**src/rtl/game_session_ctrl.sv**
```systemverilog
// Game-flow controller: idle/countdown/play/pause/end sequencing,
// tick gating, piezo source arbitration and combo tracking.
module game_session_ctrl #(
  parameter int PITCH_W  = 32,
  parameter int CD_SEC   = 3,
  parameter int TICK_SEC = 1000,
  parameter int BEEP_MS  = 150,
  parameter int CD_PITCH = 25000,
  parameter int PAUSE_EN = 1,
  parameter int COMBO_W  = 10
) (
  input  logic               clk,
  input  logic               rst,
  input  logic               i_tick,
  input  logic               i_start,
  input  logic               i_restart,
  input  logic               i_game_end,
  input  logic               i_judge_vld,
  input  logic [1:0]         i_judge,
  input  logic               i_intro_en,
  input  logic [PITCH_W-1:0] i_intro_pitch,
  input  logic               i_game_en,
  input  logic [PITCH_W-1:0] i_game_pitch,
  output logic [2:0]         o_state,
  output logic               o_gated_tick,
  output logic               o_siren_en,
  output logic               o_soft_rst,
  output logic [3:0]         o_cd_digit,
  output logic               o_play_en,
  output logic [PITCH_W-1:0] o_pitch,
  output logic [COMBO_W-1:0] o_combo,
  output logic [COMBO_W-1:0] o_max_combo
);

  localparam int MS_W = (TICK_SEC > 2) ? $clog2(TICK_SEC) : 1;

  typedef enum logic [2:0] {
    S_IDLE  = 3'd0,
    S_CD    = 3'd1,
    S_PLAY  = 3'd2,
    S_PAUSE = 3'd3,
    S_END   = 3'd4
  } state_e;

  state_e             state_q, state_d;
  logic [MS_W-1:0]    ms_q, ms_d;
  logic [3:0]         cd_q, cd_d;
  logic [COMBO_W-1:0] combo_q, combo_d;
  logic [COMBO_W-1:0] max_q, max_d;
  logic               soft_q, soft_d;

  always_ff @(posedge clk or posedge rst) begin
    if (rst) begin
      state_q <= S_IDLE;
      ms_q    <= '0;
      cd_q    <= '0;
      combo_q <= '0;
      max_q   <= '0;
      soft_q  <= 1'b0;
    end else begin
      state_q <= state_d;
      ms_q    <= ms_d;
      cd_q    <= cd_d;
      combo_q <= combo_d;
      max_q   <= max_d;
      soft_q  <= soft_d;
    end
  end

  always_comb begin
    state_d = state_q;
    ms_d    = ms_q;
    cd_d    = cd_q;
    combo_d = combo_q;
    max_d   = max_q;
    soft_d  = 1'b0;

    // Judgements count in PLAY even when leaving PLAY this cycle
    if (i_judge_vld && state_q == S_PLAY) begin
      case (i_judge)
        2'd2, 2'd1: if (combo_q != '1) combo_d = combo_q + 1'b1;
        2'd0:       combo_d = '0;
        default:    combo_d = combo_q;
      endcase
    end
    if (combo_d > max_q) max_d = combo_d;

    if (i_restart && state_q != S_IDLE) begin
      state_d = S_IDLE;
      ms_d    = '0;
      cd_d    = '0;
      combo_d = '0;
      max_d   = '0;
      soft_d  = 1'b1;
    end else begin
      unique case (state_q)
        S_IDLE: begin
          if (i_start) begin
            state_d = S_CD;
            cd_d    = 4'(CD_SEC);
            ms_d    = '0;
            combo_d = '0;
            max_d   = '0;
            soft_d  = 1'b1;
          end
        end
        S_CD: begin
          if (i_tick) begin
            if (ms_q == MS_W'(TICK_SEC - 1)) begin
              ms_d = '0;
              cd_d = cd_q - 4'd1;
              if (cd_q == 4'd1) state_d = S_PLAY;
            end else begin
              ms_d = ms_q + 1'b1;
            end
          end
        end
        S_PLAY: begin
          if (i_game_end) state_d = S_END;
          else if (i_start && PAUSE_EN != 0) state_d = S_PAUSE;
        end
        S_PAUSE: begin
          if (i_start) state_d = S_PLAY;
        end
        default: state_d = state_q;
      endcase
    end
  end

  always_comb begin
    o_state      = state_q;
    o_gated_tick = i_tick && (state_q == S_PLAY);
    o_siren_en   = (state_q == S_IDLE) || (state_q == S_END);
    o_cd_digit   = (state_q == S_CD) ? cd_q : 4'd0;
    o_soft_rst   = soft_q;
    o_combo      = combo_q;
    o_max_combo  = max_q;
    o_play_en    = 1'b0;
    o_pitch      = '0;
    unique case (state_q)
      S_IDLE, S_END: begin
        o_play_en = i_intro_en;
        o_pitch   = i_intro_pitch;
      end
      S_CD: begin
        if (32'(ms_q) < BEEP_MS) begin
          o_play_en = 1'b1;
          o_pitch   = PITCH_W'(CD_PITCH);
        end
      end
      S_PLAY: begin
        o_play_en = i_game_en;
        o_pitch   = i_game_pitch;
      end
      default: ;
    endcase
  end

endmodule

```
**config.mk**
```make
export PLATFORM = sky130hd
export DESIGN_NAME = game_session_ctrl
export DESIGN_NICKNAME = d
export VERILOG_FILES = /design/src/rtl/game_session_ctrl.sv
export SDC_FILE = /design/constraint.sdc
export NUM_CORES = 1
export LEC_CHECK = 0
export ABC_AREA = 1
export CAP_MARGIN = 20
export CELL_PAD_IN_SITES_DETAIL_PLACEMENT = 1
export CELL_PAD_IN_SITES_GLOBAL_PLACEMENT = 2
export CORE_MARGIN = 4
export CORE_UTILIZATION = 33
export DETAILED_ROUTE_END_ITERATION = 7
export DONT_BUFFER_PORTS = 1
export HOLD_SLACK_MARGIN = 0.08
export MAX_ROUTING_LAYER = met4
export PLACE_DENSITY = 0.82
export RECOVER_POWER = 25
export SLEW_MARGIN = 25
export SYNTH_ARGS = -nofsm -noshare
export SYNTH_HDL_FRONTEND = slang
export SYNTH_SLANG_ARGS = --single-unit
```
**constraint.sdc**
```tcl
create_clock -name clk -period 3.6 [get_ports clk]
set_input_delay 0.36 -clock clk [delete_from_list [all_inputs] [get_ports clk]]
set_output_delay 0.36 -clock clk [all_outputs]
set_load 0.03 [all_outputs]
```
==> flow_metrics.env, run 1 <==
export IMPL_crit_path_end_kind="register"
export IMPL_final_worst_path_setup_slack_ns=0.494
export IMPL_multiInputGateArea_mm2=0.00175
export IMPL_hpwlAfterDp_mm=8.04
export IMPL_timing_critical_path_mode_cell="sky130_fd_sc_hd__nand2_1"
export IMPL_grt_max_degree=36
export IMPL_number_of_cells_produced_by_synthesis=436
export IMPL_min_period_over_period_pct=86.3
export IMPL_first_pass_iters=4
export IMPL_critical_path_required_ns=3.82
export IMPL_chipHeight_um=104
export IMPL_setup_worst_path_start_class="register"
export IMPL_final_cells=549
export IMPL_power_density_mw_per_mm2=832
export IMPL_synth_lib_cells_used_distinct=40
export IMPL_cell_internal_pwr_mw=1.10
export IMPL_timing_critical_path_cells="inv_2 -> nand3_2 -> nor2_4 -> nand2_1 -> nand2_1 -> nand2_1 -> nand2_1 -> inv_1 -> ha_1 -> nand2_1 -> nor2_1 -> nand3_1 -> nand3_1 -> nand2_1 -> buf_4 -> nand2_1 -> nand2_1 -> a21oi_1"
export IMPL_postRouteAntennaNets=0
export IMPL_rsz0062_at_grt="no"
export IMPL_clk_latency_ns=0.30
export IMPL_cts_sinks=38
export IMPL_final_seq_area_um2=952
export IMPL_hold_path_class="in -> reg"
export IMPL_critical_path_slowest_cell="sky130_fd_sc_hd__dfrtp_1"
export IMPL_maximum_achievable_frequency_mhz=322
export IMPL_synth_largest_area_cell="sky130_fd_sc_hd__dfrtp_1"
export IMPL_globalRouteOverflowTotal=0
export IMPL_initial_core_util_pct=34.4
export IMPL_dr_first_iter_drc_count=98
export IMPL_clock_tree_buffer_depth=2
export IMPL_pre_cts_ws_ns=0.416
export IMPL_grt_first_pass_wirelength_mm=15.8
export IMPL_cts_clk_slew_worst_paths_ns=0.09
export IMPL_postSynthNetCount=526
export IMPL_synth_seq_cells=38
export IMPL_cts_inserted_buffers=5
export IMPL_area_delta_synth_final_pct=7.19
export IMPL_power_share_sequential_pct=23.7
export IMPL_vias_per_instance=5.33
export IMPL_fp_dieArea_mm2=0.0108
export IMPL_synth_flop_cell="sky130_fd_sc_hd__dfrtp_1"
export IMPL_cts_repair_timing_setup_buffer_count=0
export IMPL_timing_clock_skew_ns=0.00987
export IMPL_final_routed_wirelength_mm=9.96
export IMPL_clock_tree_htree_level_count=2
export IMPL_slew_limit_headroom_pct=22.7
export IMPL_global_route_usage_total_pct=18.5
export IMPL_synth_cells_most_frequent="108 x sky130_fd_sc_hd__nand2_1, 66 x sky130_fd_sc_hd__inv_1, 46 x sky130_fd_sc_hd__nor2_1, 38 x sky130_fd_sc_hd__dfrtp_1, 32 x sky130_fd_sc_hd__nand3_1"
export IMPL_fill_cells=1158
export IMPL_detail_route_drc_violations=0
export IMPL_route_vias_total=2927
export IMPL_synth_top_area_share_pct=31.2
export IMPL_static_leakage_power_nw=1.65
export IMPL_hold_worst_slack_ns=0.305
export IMPL_tritoncts_clock_tree="yes"
export IMPL_gp_routability_congestion=0.855
export IMPL_ir_drop_mv=0.249
export IMPL_core_area_mm2=0.00885
export IMPL_post_drt_wl_per_cell_um=18.1
export IMPL_fp_dieW_um=104
export IMPL_critical_path_max_fanout=13
export IMPL_clk_root_buffer_cell="sky130_fd_sc_hd__clkbuf_8"
export IMPL_tightestPinTransition_ns=1.16
export IMPL_synth_warning_count=0
export IMPL_final_min_clock_period_ns=3.11
export IMPL_finalHoldViolCount=0
export IMPL_synth_most_common_cell="sky130_fd_sc_hd__nand2_1"
export IMPL_port_buffers=0
export IMPL_synth_area_per_cell_um2=6.98
export IMPL_clock_group_share_of_total_power_pct=11.7
export IMPL_dp_cells=539
export IMPL_netlist_area_mm2=0.00305
export IMPL_sw_power_mw=1.61
export IMPL_p_sw_share_pct=59.4
export IMPL_post_synth_edffs=0
export IMPL_status="complete, no violations"
export IMPL_io_pin_count=138
export IMPL_critical_path_max_stage_delay_ns=0.53
export IMPL_layout_drive_gt1_share_pct=9.55
export IMPL_final_net_count=529
export IMPL_worst_setup_path_type="reg -> reg"
export IMPL_antenna_found_initial=1
export IMPL_timing_critical_path_arrival_ns=3.32
export IMPL_cap_violations=0
export IMPL_synth_area_top_cells="sky130_fd_sc_hd__dfrtp_1 31%, sky130_fd_sc_hd__nand2_1 13%, sky130_fd_sc_hd__inv_1 8.1%"
export IMPL_placement_rows=34
export IMPL_asyncSetResetFlopFracSynth_pct=100
export IMPL_yosysSeqAreaShare_pct=31.2
export IMPL_setup_tns_ns=0
export IMPL_slew_violations=0
export IMPL_power_share_combinational_pct=64.6
export IMPL_first_global_vias=2999
export IMPL_setup_viol=0
-- critical path: cells and delay by family (launching register included) --
kind | cells | cell delay (ns)
and+or+nand+nor | 13 | 1.63
DFF | 1 | 0.53
buffers and inverters | 3 | 0.41
adders and majority gates | 1 | 0.29
AOI/OAI and AO/OA | 1 | 0.17
-- cell families (layout without fill, tap and decap cells) --
group / count (synthesis) / in the layout / share of synthesized area, %
compound gates: 73 / 73 / 17.0
xor+xnor: 2 / 2 / 0.575
fa+ha+maj: 15 / 15 / 6.16
buf+inv: 82 / 86 / 11.2
flops: 38 / 38 / 31.2
other cells: 0 / 1 / 0
simple gates: 226 / 226 / 33.9
-- routing by layer --
metal	routed length, µm	global-route usage, %	up-vias
met3	553	3.97	13
met2	4930	31.4	95
met5	0	-	-
met4	273	6.27	0
li1	-	-	1432
met1	4210	21.7	1387
-- registers in the layout, summed over array words and instances, names as in the netlist --
register / cells
cd_q: 4
ms_q: 10
o_combo: 10
o_max_combo: 10
o_soft_rst: 1
o_state: 3
-- per-stage QoR --
stage          instance area (µm²)  utilization [%]  total power, mW
2_1_floorplan                 3050                -             2.13
3_3_place_gp                  3160             35.7             2.38
3_5_place_dp                  3160             35.7             2.42
4_1_cts                       3260             36.8             2.75
5_1_grt                       3260             36.9             2.93
6_report                      3260             36.9             2.72
-- power groups by stage --
stage               clock (mW)  sequential, mW  combinational [mW]
floorplan                    0           0.668                1.47
global placement             0           0.649                1.73
detailed placement           0           0.654                1.76
CTS                      0.334           0.644                1.78
global route             0.346           0.654                1.93
finish                   0.318           0.643                1.76
-- final cells by class --
type	instances	area share, %
antenna	1	0.0767
clock buffer	6	2.53
clock inverter	2	0.383
inverter	70	8.05
multi-input combinational	316	53.7
sequential	38	29.2
tap	108	4.14
timing repair buffer	8	1.92
-- path summary, 6_finish.rpt --
path,from,to,slack [ns],depth (start not counted)
max,o_state[2],o_max_combo[7],0.49,18
min,i_game_end,o_state[2],0.31,2
max reg2reg,o_state[2],o_max_combo[7],0.49,18
min reg2reg,cd_q[1],cd_q[1],0.50,2
max in group asynchronous,rst,ms_q[7],1.98,3
min in group asynchronous,rst,o_max_combo[6],0.80,2
-- repair_timing --
item                                    4_1_cts  5_1_grt
hold buffers                                  1        0
endpoints found under the setup margin        0        1
resized for setup                             0        1
endpoints found under the hold margin        26        0
-- placed cells by master (no fill, tap or decap), types with 6 or more instances in the layout --
cell                       synthesis  final
sky130_fd_sc_hd__nand2_1         108    108
sky130_fd_sc_hd__inv_1            66     66
sky130_fd_sc_hd__nor2_1           46     46
sky130_fd_sc_hd__dfrtp_1          38     37
sky130_fd_sc_hd__nand3_1          32     32
sky130_fd_sc_hd__a22o_1           26     26
sky130_fd_sc_hd__o21ai_0          15     15
sky130_fd_sc_hd__ha_1             15     15
sky130_fd_sc_hd__nor3_1           13     13
sky130_fd_sc_hd__a21oi_1          10     10
sky130_fd_sc_hd__a22oi_1           8      8
sky130_fd_sc_hd__buf_4             0      7
sky130_fd_sc_hd__nand4_1           6      6
sky130_fd_sc_hd__clkbuf_8          0      6
Note: power is estimated with default switching activity, not from simulation.
==> inputs of run 2 (changes only) <==
- SLEW_MARGIN: 25 -> 0
==> run 2 against run 1 <==
  * Worst setup slack got worse by 0.14 ns
  * Largest cell class unchanged
  * Largest power group unchanged
  * Maximum frequency shrank 4.3%
  * First-iteration DRC count rose by 23%
  * Routed wire length is 0.21% lower
  * Clock skew down 0.0030 ns
  * Utilization down 0.16 points
  * Non-clock buffer count is 1 higher
  * Highest routed layer unchanged
  * Flip-flop and latch count stayed put
  * Worst hold slack got worse by 0.0065 ns
  * Design area is 0.42% lower
  * Global-route usage is 0.087 points higher
  * Sequential power about the same
  * Critical path type unchanged
==> flow_metrics.env, run 2 (synthesis results as in run 1) <==
export IMPL_timing_reg2reg_worst_path_depth=18
export IMPL_setup_viol=0
export IMPL_finish_instance_area_mm2=0.00325
export IMPL_timing_critical_path_arrival_ns=3.45
export IMPL_global_route_usage_total_pct=18.6
export IMPL_cts_sinks=38
export IMPL_dr_first_iter_drc_count=121
export IMPL_tightestPinTransition_ns=0.947
export IMPL_io_pin_count=138
export IMPL_place_area_mm2=0.00318
export IMPL_slew_limit_headroom_pct=36.9
export IMPL_reg2reg_from="o_combo[1]"
export IMPL_fp_dieW_um=104
export IMPL_placement_rows=34
export IMPL_worst_setup_path_type="reg -> reg"
export IMPL_core_area_mm2=0.00885
export IMPL_detail_route_drc_violations=0
export IMPL_final_net_count=530
export IMPL_ir_drop_mv=0.263
export IMPL_slew_violations=0
export IMPL_hold_path_class="in -> reg"
export IMPL_cap_violations=0
export IMPL_final_routed_wirelength_mm=9.94
export IMPL_flop_to_flop_setup_slack_ns=0.35
export IMPL_fill_cells=1170
export IMPL_clock_tree_buffer_depth=2
export IMPL_holdPathEnd="o_state[2]"
export IMPL_layout_cells_most_common="sky130_fd_sc_hd__nand2_1"
export IMPL_globalRouteOverflowTotal=0
export IMPL_clk_latency_ns=0.29
export IMPL_post_drt_wl_per_cell_um=18.1
export IMPL_tritoncts_clock_tree="yes"
export IMPL_min_from="i_game_end"
export IMPL_chipHeight_um=104
export IMPL_finalHoldViolCount=0
export IMPL_postRouteAntennaNets=0
export IMPL_cts_repair_timing_setup_buffer_count=0
export IMPL_layout_drive_gt1_share_pct=9.09
export IMPL_min_period_over_period_pct=90.2
export IMPL_route_vias_total=2976
export IMPL_hpwlAfterDp_mm=8.19
export IMPL_status="complete, no violations"
export IMPL_maximum_achievable_frequency_mhz=308
export IMPL_area_delta_synth_final_pct=6.74
export IMPL_critical_path_reg2reg_endpoint="o_max_combo[7]"
export IMPL_cts_inserted_buffers=5
export IMPL_grt_first_pass_wirelength_mm=16.0
export IMPL_first_pass_iters=4
export IMPL_setup_worst_path_start_class="register"
export IMPL_rsz0062_at_grt="no"
export IMPL_fp_dieArea_mm2=0.0108
export IMPL_crit_path_end_kind="register"
export IMPL_grt_max_degree=36
export IMPL_critical_path_required_ns=3.81
export IMPL_final_worst_path_setup_slack_ns=0.354
export IMPL_critical_path_max_fanout=12
export IMPL_pre_cts_ws_ns=0.359
export IMPL_port_buffers=0
export IMPL_gp_routability_congestion=0.855
export IMPL_mostFrequentLayoutCells="108 x sky130_fd_sc_hd__nand2_1, 66 x sky130_fd_sc_hd__inv_1, 46 x sky130_fd_sc_hd__nor2_1"
export IMPL_first_global_vias=3017
export IMPL_clk_root_buffer_cell="sky130_fd_sc_hd__clkbuf_8"
export IMPL_antenna_found_initial=1
export IMPL_hold_path_depth=2
export IMPL_clock_tree_htree_level_count=2
export IMPL_initial_core_util_pct=34.4
export IMPL_timing_clock_skew_ns=0.00682
export IMPL_static_leakage_power_nw=1.65
export IMPL_setup_tns_ns=0
export IMPL_final_min_clock_period_ns=3.25
export IMPL_cts_clk_slew_worst_paths_ns=0.08
export IMPL_vias_per_instance=5.42
export IMPL_power_density_mw_per_mm2=828
run 2: cell count changes in the layout (fill, tap and decap cells not counted), sizes merged:
| cell | before | now |
|---|---|---|
| clkinv | 1 | 2 |
| clkinvlp | 1 | 0 |
run 2: power by group:
| group | internal (mW) | switching (mW) |
|---|---|---|
| clock | 0.130 | 0.156 |
| sequential | 0.509 | 0.132 |
| combinational | 0.439 | 1.32 |
run 2: worst max-delay path by stage:
stage / startpoint / to
6_report: o_combo[1] / o_max_combo[7]
5_1_grt: o_combo[1] / o_max_combo[0]
4_1_cts: o_combo[1] / o_max_combo[7]
3_5_place_dp: o_combo[1] / o_max_combo[7]
3_3_place_gp: o_combo[1] / o_max_combo[7]
2_1_floorplan: o_combo[0] / o_max_combo[3]
run 2: per-layer routing:
layer | track usage, % | part of all wire (%) | up-vias
met5 | - | 0 | -
met4 | 6.65 | 3.1 | 0
met3 | 4.10 | 6.2 | 15
met2 | 30.6 | 48 | 119
met1 | 22.3 | 43 | 1408
li1 | - | - | 1434
run 2: repair_timing:
action                                  CTS  global route
hold buffers                              1             0
hold endpoints to repair                 12             0
endpoints found under the setup margin    0             0
resized for setup                         0             0
run 2: layout make-up:
class / instances / area, µm² / area share (%)
multi-input cells: 316 / 1750 / 54.0
well taps: 108 / 135 / 4.16
inverters: 70 / 263 / 8.08
repair buffers: 9 / 66.3 / 2.04
clock inverters: 2 / 10.0 / 0.308
clock buffers: 5 / 68.8 / 2.12
flip-flops and latches: 38 / 951 / 29.3
diodes: 1 / 2.50 / 0.0770
run 2: worst max-delay path, stage by stage, from the launching register on:
cell,delay [ns]
sky130_fd_sc_hd__dfrtp_1,0.58
sky130_fd_sc_hd__ha_1,0.27
sky130_fd_sc_hd__nand3_1,0.12
sky130_fd_sc_hd__nor2_1,0.20
sky130_fd_sc_hd__nand3_2,0.20
sky130_fd_sc_hd__nand2_1,0.25
sky130_fd_sc_hd__o21bai_1,0.09
sky130_fd_sc_hd__nand2_1,0.13
sky130_fd_sc_hd__inv_1,0.07
sky130_fd_sc_hd__ha_1,0.29
sky130_fd_sc_hd__nand2_1,0.05
sky130_fd_sc_hd__nor2_1,0.15
sky130_fd_sc_hd__nand3_1,0.11
sky130_fd_sc_hd__nand3_1,0.10
sky130_fd_sc_hd__nand2_1,0.08
sky130_fd_sc_hd__buf_4,0.19
sky130_fd_sc_hd__nand2_1,0.07
sky130_fd_sc_hd__nand2_1,0.05
sky130_fd_sc_hd__a21oi_1,0.16
run 2: per-stage QoR:
step / total power [mW] / utilization, % / hold slack [ns] / std cells
finish: 2.69 / 36.7 / 0.299 / 549
global route: 2.91 / 36.7 / 0.318 / 549
CTS: 2.73 / 37.0 / 0.301 / 548
detailed placement: 2.43 / 36.0 / 0.351 / 540
global placement: 2.38 / 35.7 / 0.471 / 539
floorplan: 2.13 / - / 0.453 / 436
